**src/rtl/wb_stage_reg_if.sv**
```systemverilog
// EX/WB stage bus: EX-side capture inputs, data-memory handshake and the
// writeback/forwarding outputs. master = EX/memory side, slave = WB stage.
interface wb_stage_reg_if #(
   parameter int XLEN = 32,
   parameter int REGW = 5
);
   logic            ex_valid;
   logic            flush;
   logic            ex_reg_write;
   logic [REGW-1:0] ex_rd;
   logic [REGW-1:0] ex_rs1;
   logic [REGW-1:0] ex_rs2;
   logic [1:0]      ex_wb_sel;
   logic [XLEN-1:0] ex_alu_result;
   logic [XLEN-1:0] ex_pc_plus4;
   logic [XLEN-1:0] ex_imm;
   logic [XLEN-1:0] mem_rdata;
   logic            mem_ready;

   logic [XLEN-1:0] wb_a;
   logic [XLEN-1:0] wb_b;
   logic [XLEN-1:0] wb_c;
   logic [XLEN-1:0] wb_d;
   logic [1:0]      wb_sel;
   logic [REGW-1:0] wb_rd;
   logic            wb_valid;
   logic            wb_reg_write;
   logic            stall;
   logic [1:0]      fwd_sel_a;
   logic [1:0]      fwd_sel_b;

   modport master (
      output ex_valid, flush, ex_reg_write, ex_rd, ex_rs1, ex_rs2, ex_wb_sel,
             ex_alu_result, ex_pc_plus4, ex_imm, mem_rdata, mem_ready,
      input  wb_a, wb_b, wb_c, wb_d, wb_sel, wb_rd, wb_valid, wb_reg_write,
             stall, fwd_sel_a, fwd_sel_b
   );

   modport slave (
      input  ex_valid, flush, ex_reg_write, ex_rd, ex_rs1, ex_rs2, ex_wb_sel,
             ex_alu_result, ex_pc_plus4, ex_imm, mem_rdata, mem_ready,
      output wb_a, wb_b, wb_c, wb_d, wb_sel, wb_rd, wb_valid, wb_reg_write,
             stall, fwd_sel_a, fwd_sel_b
   );
endinterface

```
**src/rtl/wb_stage_reg.sv**
```systemverilog
// EX/WB pipeline register and writeback controller (EMPTY/WAIT/COMMIT).
// Define WB_FORWARD_EN for WB->EX forwarding; otherwise RAW hazards stall one cycle.
module wb_stage_reg #(
   parameter int XLEN = 32,
   parameter int REGW = 5
) (
   input  logic           clk,
   input  logic           rst,
   wb_stage_reg_if.slave  bus
);

   typedef enum logic [1:0] {
      EMPTY  = 2'd0,
      WAIT   = 2'd1,
      COMMIT = 2'd2
   } state_t;

   state_t          state_reg, state_next;
   logic [XLEN-1:0] a_reg, a_next;
   logic [XLEN-1:0] b_reg, b_next;
   logic [XLEN-1:0] c_reg, c_next;
   logic [XLEN-1:0] d_reg, d_next;
   logic [1:0]      sel_reg, sel_next;
   logic [REGW-1:0] rd_reg, rd_next;
   logic            rw_reg, rw_next;

   logic            commit;
   logic            reg_write;
   logic            hazard_stall;
   logic            stall_int;
   logic            accept;
   logic [1:0]      fwd_a;
   logic [1:0]      fwd_b;

   assign commit    = (state_reg == COMMIT);
   assign reg_write = commit & rw_reg & (rd_reg != '0);

`ifdef WB_FORWARD_EN
   assign hazard_stall = 1'b0;
   assign fwd_a = (reg_write && rd_reg == bus.ex_rs1) ? 2'b01 : 2'b00;
   assign fwd_b = (reg_write && rd_reg == bus.ex_rs2) ? 2'b01 : 2'b00;
`else
   // Without forwarding, hold EX until the regfile write at the commit edge.
   assign hazard_stall = reg_write & ((rd_reg == bus.ex_rs1) | (rd_reg == bus.ex_rs2));
   assign fwd_a = 2'b00;
   assign fwd_b = 2'b00;
`endif

   assign stall_int = (state_reg == WAIT) | hazard_stall;
   assign accept    = bus.ex_valid & ~bus.flush & ~stall_int & (state_reg != WAIT);

   always_ff @(posedge clk or posedge rst) begin
      if (rst) begin
         state_reg <= EMPTY;
         a_reg     <= '0;
         b_reg     <= '0;
         c_reg     <= '0;
         d_reg     <= '0;
         sel_reg   <= 2'b00;
         rd_reg    <= '0;
         rw_reg    <= 1'b0;
      end else begin
         state_reg <= state_next;
         a_reg     <= a_next;
         b_reg     <= b_next;
         c_reg     <= c_next;
         d_reg     <= d_next;
         sel_reg   <= sel_next;
         rd_reg    <= rd_next;
         rw_reg    <= rw_next;
      end
   end

   always_comb begin
      state_next = state_reg;
      a_next     = a_reg;
      b_next     = b_reg;
      c_next     = c_reg;
      d_next     = d_reg;
      sel_next   = sel_reg;
      rd_next    = rd_reg;
      rw_next    = rw_reg;

      case (state_reg)
         EMPTY, COMMIT: begin
            if (accept) begin
               a_next     = bus.ex_alu_result;
               b_next     = '0;
               c_next     = bus.ex_pc_plus4;
               d_next     = bus.ex_imm;
               sel_next   = bus.ex_wb_sel;
               rd_next    = bus.ex_rd;
               rw_next    = bus.ex_reg_write;
               state_next = (bus.ex_wb_sel == 2'b01) ? WAIT : COMMIT;
            end else begin
               state_next = EMPTY;
            end
         end
         WAIT: begin
            if (bus.mem_ready) begin
               b_next     = bus.mem_rdata;
               state_next = COMMIT;
            end
         end
         default: state_next = EMPTY;
      endcase
   end

   assign bus.wb_a         = a_reg;
   assign bus.wb_b         = b_reg;
   assign bus.wb_c         = c_reg;
   assign bus.wb_d         = d_reg;
   assign bus.wb_sel       = sel_reg;
   assign bus.wb_rd        = rd_reg;
   assign bus.wb_valid     = commit;
   assign bus.wb_reg_write = reg_write;
   assign bus.stall        = stall_int;
   assign bus.fwd_sel_a    = fwd_a;
   assign bus.fwd_sel_b    = fwd_b;

endmodule
```
**src/flat_wrapper.sv**
```systemverilog
// flat-port wrapper written by rule: the top's interface ports become plain ports
module wb_stage_reg_flat 
#(
   parameter int XLEN = 32,
   parameter int REGW = 5
)
  (clk, rst, bus_ex_valid, bus_flush, bus_ex_reg_write, bus_ex_rd, bus_ex_rs1, bus_ex_rs2, bus_ex_wb_sel, bus_ex_alu_result, bus_ex_pc_plus4, bus_ex_imm, bus_mem_rdata, bus_mem_ready, bus_wb_a, bus_wb_b, bus_wb_c, bus_wb_d, bus_wb_sel, bus_wb_rd, bus_wb_valid, bus_wb_reg_write, bus_stall, bus_fwd_sel_a, bus_fwd_sel_b);
  wb_stage_reg_if #(.XLEN(XLEN), .REGW(REGW)) bus_i ();
  input  logic clk;
  input  logic rst;
  input wire logic [$bits(bus_i.ex_valid)-1:0] bus_ex_valid;
  input wire logic [$bits(bus_i.flush)-1:0] bus_flush;
  input wire logic [$bits(bus_i.ex_reg_write)-1:0] bus_ex_reg_write;
  input wire logic [$bits(bus_i.ex_rd)-1:0] bus_ex_rd;
  input wire logic [$bits(bus_i.ex_rs1)-1:0] bus_ex_rs1;
  input wire logic [$bits(bus_i.ex_rs2)-1:0] bus_ex_rs2;
  input wire logic [$bits(bus_i.ex_wb_sel)-1:0] bus_ex_wb_sel;
  input wire logic [$bits(bus_i.ex_alu_result)-1:0] bus_ex_alu_result;
  input wire logic [$bits(bus_i.ex_pc_plus4)-1:0] bus_ex_pc_plus4;
  input wire logic [$bits(bus_i.ex_imm)-1:0] bus_ex_imm;
  input wire logic [$bits(bus_i.mem_rdata)-1:0] bus_mem_rdata;
  input wire logic [$bits(bus_i.mem_ready)-1:0] bus_mem_ready;
  output wire logic [$bits(bus_i.wb_a)-1:0] bus_wb_a;
  output wire logic [$bits(bus_i.wb_b)-1:0] bus_wb_b;
  output wire logic [$bits(bus_i.wb_c)-1:0] bus_wb_c;
  output wire logic [$bits(bus_i.wb_d)-1:0] bus_wb_d;
  output wire logic [$bits(bus_i.wb_sel)-1:0] bus_wb_sel;
  output wire logic [$bits(bus_i.wb_rd)-1:0] bus_wb_rd;
  output wire logic [$bits(bus_i.wb_valid)-1:0] bus_wb_valid;
  output wire logic [$bits(bus_i.wb_reg_write)-1:0] bus_wb_reg_write;
  output wire logic [$bits(bus_i.stall)-1:0] bus_stall;
  output wire logic [$bits(bus_i.fwd_sel_a)-1:0] bus_fwd_sel_a;
  output wire logic [$bits(bus_i.fwd_sel_b)-1:0] bus_fwd_sel_b;
  assign bus_i.ex_valid = bus_ex_valid;
  assign bus_i.flush = bus_flush;
  assign bus_i.ex_reg_write = bus_ex_reg_write;
  assign bus_i.ex_rd = bus_ex_rd;
  assign bus_i.ex_rs1 = bus_ex_rs1;
  assign bus_i.ex_rs2 = bus_ex_rs2;
  assign bus_i.ex_wb_sel = bus_ex_wb_sel;
  assign bus_i.ex_alu_result = bus_ex_alu_result;
  assign bus_i.ex_pc_plus4 = bus_ex_pc_plus4;
  assign bus_i.ex_imm = bus_ex_imm;
  assign bus_i.mem_rdata = bus_mem_rdata;
  assign bus_i.mem_ready = bus_mem_ready;
  assign bus_wb_a = bus_i.wb_a;
  assign bus_wb_b = bus_i.wb_b;
  assign bus_wb_c = bus_i.wb_c;
  assign bus_wb_d = bus_i.wb_d;
  assign bus_wb_sel = bus_i.wb_sel;
  assign bus_wb_rd = bus_i.wb_rd;
  assign bus_wb_valid = bus_i.wb_valid;
  assign bus_wb_reg_write = bus_i.wb_reg_write;
  assign bus_stall = bus_i.stall;
  assign bus_fwd_sel_a = bus_i.fwd_sel_a;
  assign bus_fwd_sel_b = bus_i.fwd_sel_b;
  wb_stage_reg #(.XLEN(XLEN), .REGW(REGW)) u_core (.clk(clk), .rst(rst), .bus(bus_i));
endmodule
```
**config.mk**
```make
export PLATFORM = sky130hd
export DESIGN_NAME = wb_stage_reg_flat
export DESIGN_NICKNAME = d
export VERILOG_FILES = /design/src/rtl/wb_stage_reg_if.sv /design/src/rtl/wb_stage_reg.sv /design/src/flat_wrapper.sv
export SDC_FILE = /design/constraint.sdc
export NUM_CORES = 1
export LEC_CHECK = 0
export CAP_MARGIN = 0
export CORE_AREA = 2 2 113 115
export CTS_CLUSTER_DIAMETER = 30
export DETAILED_ROUTE_END_ITERATION = 10
export DIE_AREA = 0 0 115 117
export DONT_BUFFER_PORTS = 1
export SETUP_SLACK_MARGIN = 0.05
export SLEW_MARGIN = 10
export SYNTH_ARGS = -nofsm -noshare
export SYNTH_HDL_FRONTEND = slang
export SYNTH_SLANG_ARGS = --single-unit
```
**constraint.sdc**
```tcl
create_clock -name clk -period 9 [get_ports clk]
set_clock_uncertainty 0.2 [all_clocks]
set_input_delay 1.8 -clock clk [delete_from_list [all_inputs] [get_ports clk]]
set_output_delay 1.8 -clock clk [all_outputs]
set_load 0.02 [all_outputs]
```
# Word level (Yosys, flattened, before mapping)

Cells that the tools add are included.

Eq/ne operators: 8
Mux-type cells: 7
Bitwise gates (word level): 10
Reductions and logical operators: 6

Operators with widths:

| kind                 | count |
|---|---|
| $mux W32             | 2 |
| $pmux W32 S2         | 1 |
| $eq A5 B5 Y1         | 2 |
| $and A1 B1 Y1        | 6 |
| $mux W2              | 3 |
| $reduce_bool A5 Y1   | 1 |
| $eq A2 B1 Y1 const B | 2 |
| $ne A2 B1 Y1 const B | 2 |
| $pmux W2 S2          | 1 |
| $reduce_and A3 Y1    | 1 |
| $eq A2 B2 Y1 const B | 1 |
| $logic_not A2 Y1     | 1 |
| $ne A2 B2 Y1 const B | 1 |
| $not A1 Y1           | 2 |
| $or A1 B1 Y1         | 2 |
| $reduce_and A2 Y1    | 1 |
| $reduce_bool A2 Y1   | 1 |
| $reduce_or A2 Y1     | 1 |

Flip-flop bits (word level): 138
Input bits: 151
Output and inout port bits: 142
Word-level logic and storage cells: 39

# Depth between registers and ports, before layout

Depth in word-level cells: 10
Mapped depth: 7
Depth with buffers taken out: 5

# Least setup slack after synthesis

No wires, ideal clock.

Path type: input port to output port
Start point: input port bus_ex_rs2[4]
End point: output port bus_stall
Arrival: 2.539 ns
Data required time: 7.000 ns
Setup slack: 4.461 ns
Cell stages on the path: 5
Path buffers: 0
Path through: xnor2_1 -> nand3_1 -> o22ai_2 -> nand2_1 -> nand2_1

Longest elaborated chain between the ends: 4

Ends and longest elaborated chain:

| what          | RTL line           | RTL |
|---|---|---|
| from (decl)   | flat_wrapper.sv:16 | `input wire logic [$bits(bus_i.ex_rs2)-1:0] bus_ex_rs2;` |
| $eq A5 B5 Y1  | wb_stage_reg.sv:44 | `assign hazard_stall = reg_write & ((rd_reg == bus.ex_rs1) \| (rd_reg == bus.ex_rs2));` |
| $or A1 B1 Y1  | wb_stage_reg.sv:44 |  |
| $and A1 B1 Y1 | wb_stage_reg.sv:44 |  |
| $or A1 B1 Y1  | wb_stage_reg.sv:49 | `assign stall_int = (state_reg == WAIT) \| hazard_stall;` |
| to (decl)     | flat_wrapper.sv:31 | `output wire logic [$bits(bus_i.stall)-1:0] bus_stall;` |

No other way between the ends.

# Worst setup path in the final report

Ends and elaborated chain as after synthesis.

==> results_dict.tcl <==
set metrics [dict create \
    io-pin-count 293 \
    grt_first_pass_wirelength_um 16660 \
    cp-start-kind "input port" \
    required_ns 7.00 \
    antenna_cells 0 \
    first_global_vias 3078 \
    die_y_um 117 \
    synth.top_cell.area_share_pct 63.96 \
    die_w_um 115 \
    die-area_um2 13460 \
    hpwl_um 8305 \
    period_share_pct 52.07 \
    core-area_um2 12310 \
    yosys-top-cells-area "dfrtp_1 (64%), mux2_2 (14%), mux2_1 (7.7%), nand2_1 (4.9%), o21ai_0 (3.0%)" \
    grt_max_degree 99 \
    finalCriticalPeriod_ns 4.686 \
    timing.fmax_ghz 0.2134 \
    gp_congestion 0.7163 \
    drtAntennaViolNets 0 \
    drc_errors 0 \
    drt_wl_total_um 11500 \
    synth_area_um2 5399 \
    post_cts_resized 0 \
    placed_area_um2 5489 \
    numCtsBuffers 17 \
    antenna_found_initial 0 \
    synth_cell_types 25 \
    dp_slack_ns 4.075 \
    slew_headroom_pct 21.86 \
    area.growth.synth_to_final_pct 13.42 \
    dr.first_iter.drc_count 167 \
    fin_ws_ns 4.314 \
    initial_core_util_pct 43.85 \
    port_buffers 0 \
    power_density_nw_per_um2 290.7 \
    r2r_slack_ns 5.35 \
    vias 3003 \
    syn_avg_cell_area_um2 13.53 \
    path_clk_slew_ns 0.06 \
    ir_drop_v 0.0001439 \
    post-synth-top-area-cell "dfrtp_1" \
    hold_viol 0 \
    cts.path.max_buffers 2 \
    final.setup.tns_ns 0 \
    drive_gt1_share_pct 25.97 \
    grt-ovfl-total 0 \
    firstDrtPassIters 4 \
    holdPathEnd "u_core.rw_reg" \
    layout.nets 550 \
    worstHoldStart "u_core.rw_reg" \
    multi_input_comb_area_um2 1809 \
    holdPathStages 2 \
    routed_via_density 5.343 \
    row_count 41 \
    fillers 1089 \
    cts_hold_buf 0 \
    worst_hold_slack_ns 0.3138 \
    power_leakage_nw 2.605 \
    crit_type "in2out" \
    yosys_warnings 0 \
    h-tree-depth 4 \
    worst_pin_slew_ns 1.172 \
    synthCells 399 \
    p_total_mw 1.780 \
    clock-sinks 138 \
    ys_ff_latch 138 \
    cts_tree "built" \
    cts_setup_buffers 0 \
    rr_startpoint "u_core.bus.wb_rd[0]" \
    reg2reg_to "u_core.bus.wb_d[2]" \
    wl_per_cell_um 20.46 \
    finalMaxSlewViolations 0 \
    cp.arrival_ns 2.69 \
    grt_usage_pct 16.72 \
    seq_area_um2 3453 \
    hp-class "reg2reg" \
    worst_skew_pair.late_latency_ns 0.41 \
    reg2regPathDepth 5 \
    cap_violations 0 \
    seq_area_frac_synth_pct 63.96 \
    outcome "completed" \
    final_area_um2 6123 \
    setup_violations 0 \
    path_max_fanout 3 \
    crit_path_end_kind "output port" \
    cts-root-buf "clkbuf_16" \
    rsz0062_at_grt "no" \
]
-- report_power, final --
group          leakage [nW]  internal, mW  switching [mW]
logic                 0.618        0.0760          0.0618
clock network         0.299         0.472           0.263
registers              1.69         0.716           0.191
total                  2.61          1.26           0.516
-- layer usage --
layer	part of all wire [%]	wire [um]	vias up	track usage [%]
met5	0	0	-	0
met2	50	5804	188	28.47
li1	-	-	1343	-
met4	1.1	131	0	6.024
met1	35	3997	1461	16.91
met3	14	1563	11	10.20
-- synth_stat cells (all sizes together) --
library cell,count
nor3,1
nor2,3
inv,3
o21ai,32
o211ai,1
dfrtp,138
nand2,70
nand2b,2
o2bb2ai,1
conb,1
o22ai,1
clkbuf,10
a21o,1
mux2,103
buf,15
a21oi,2
nand3,2
nor2b,1
xnor2,10
or3b,1
or2,1
-- cells in the final DEF (no fill, tap or decap), types with 2 or more instances in the layout --
master and instances:
dfrtp_1 138, nand2_1 70, mux2_2 66, mux2_1 37
o21ai_0 32, clkbuf_16 17, xnor2_1 10, conb_1 4
clkinvlp_4 4, bufinv_16 4, inv_6 3, buf_4 3
nor2_1 2, nand3_1 2, inv_1 2, nand2b_1 2
clkinv_2 2, clkinv_4 2
-- critical path, cell delays in order --
cell and delay, ns:
xnor2_1 0.13, nand3_1 0.12, o22ai_2 0.28, nand2_1 0.14, nand2_1 0.22
-- area by class of cell --
class,instances,area share (%)
Clock buffer,18,7.172
Multi-Input combinational cell,236,29.55
Inverter,3,0.2656
Timing Repair Buffer,3,0.3678
Tap cell,150,3.065
Clock inverter,14,3.188
Sequential cell,138,56.40
-- cells by family (layout without fill, tap and decap cells) --
| logic type | count (synthesis) | after routing | share of synthesized area [%] |
|---|---|---|---|
| muxes | 103 | 103 | 21.48 |
| buffers and inverters | 28 | 38 | 2.781 |
| and+or+nand+nor | 81 | 81 | 5.979 |
| AOI/OAI and AO/OA | 38 | 38 | 4.102 |
| other | 1 | 4 | 0.06946 |
| DFF | 138 | 138 | 63.96 |
| xor gates and xnor gates | 10 | 10 | 1.622 |
-- worst max path at each step --
stage,endpoint,startpoint,slack (ns),cells past startpoint
6_report,bus_stall,bus_ex_rs2[4],4.31,5
5_1_grt,bus_stall,bus_ex_rs2[0],4.17,5
4_1_cts,bus_stall,bus_ex_rs2[4],4.29,5
3_5_place_dp,u_core.bus.wb_d[2],bus_flush,4.07,4
3_3_place_gp,u_core.bus.wb_a[29],bus_flush,4.19,4
2_1_floorplan,u_core.bus.wb_a[0],rst,3.30,1
-- through the flow --
stage	instances	util [%]
3_3_place_gp	530	44.58
3_5_place_dp	530	44.58
5_1_grt	562	49.74
4_1_cts	562	49.74
2_1_floorplan	402	-
6_report	562	49.74
(Power assumes the default switching activity.)
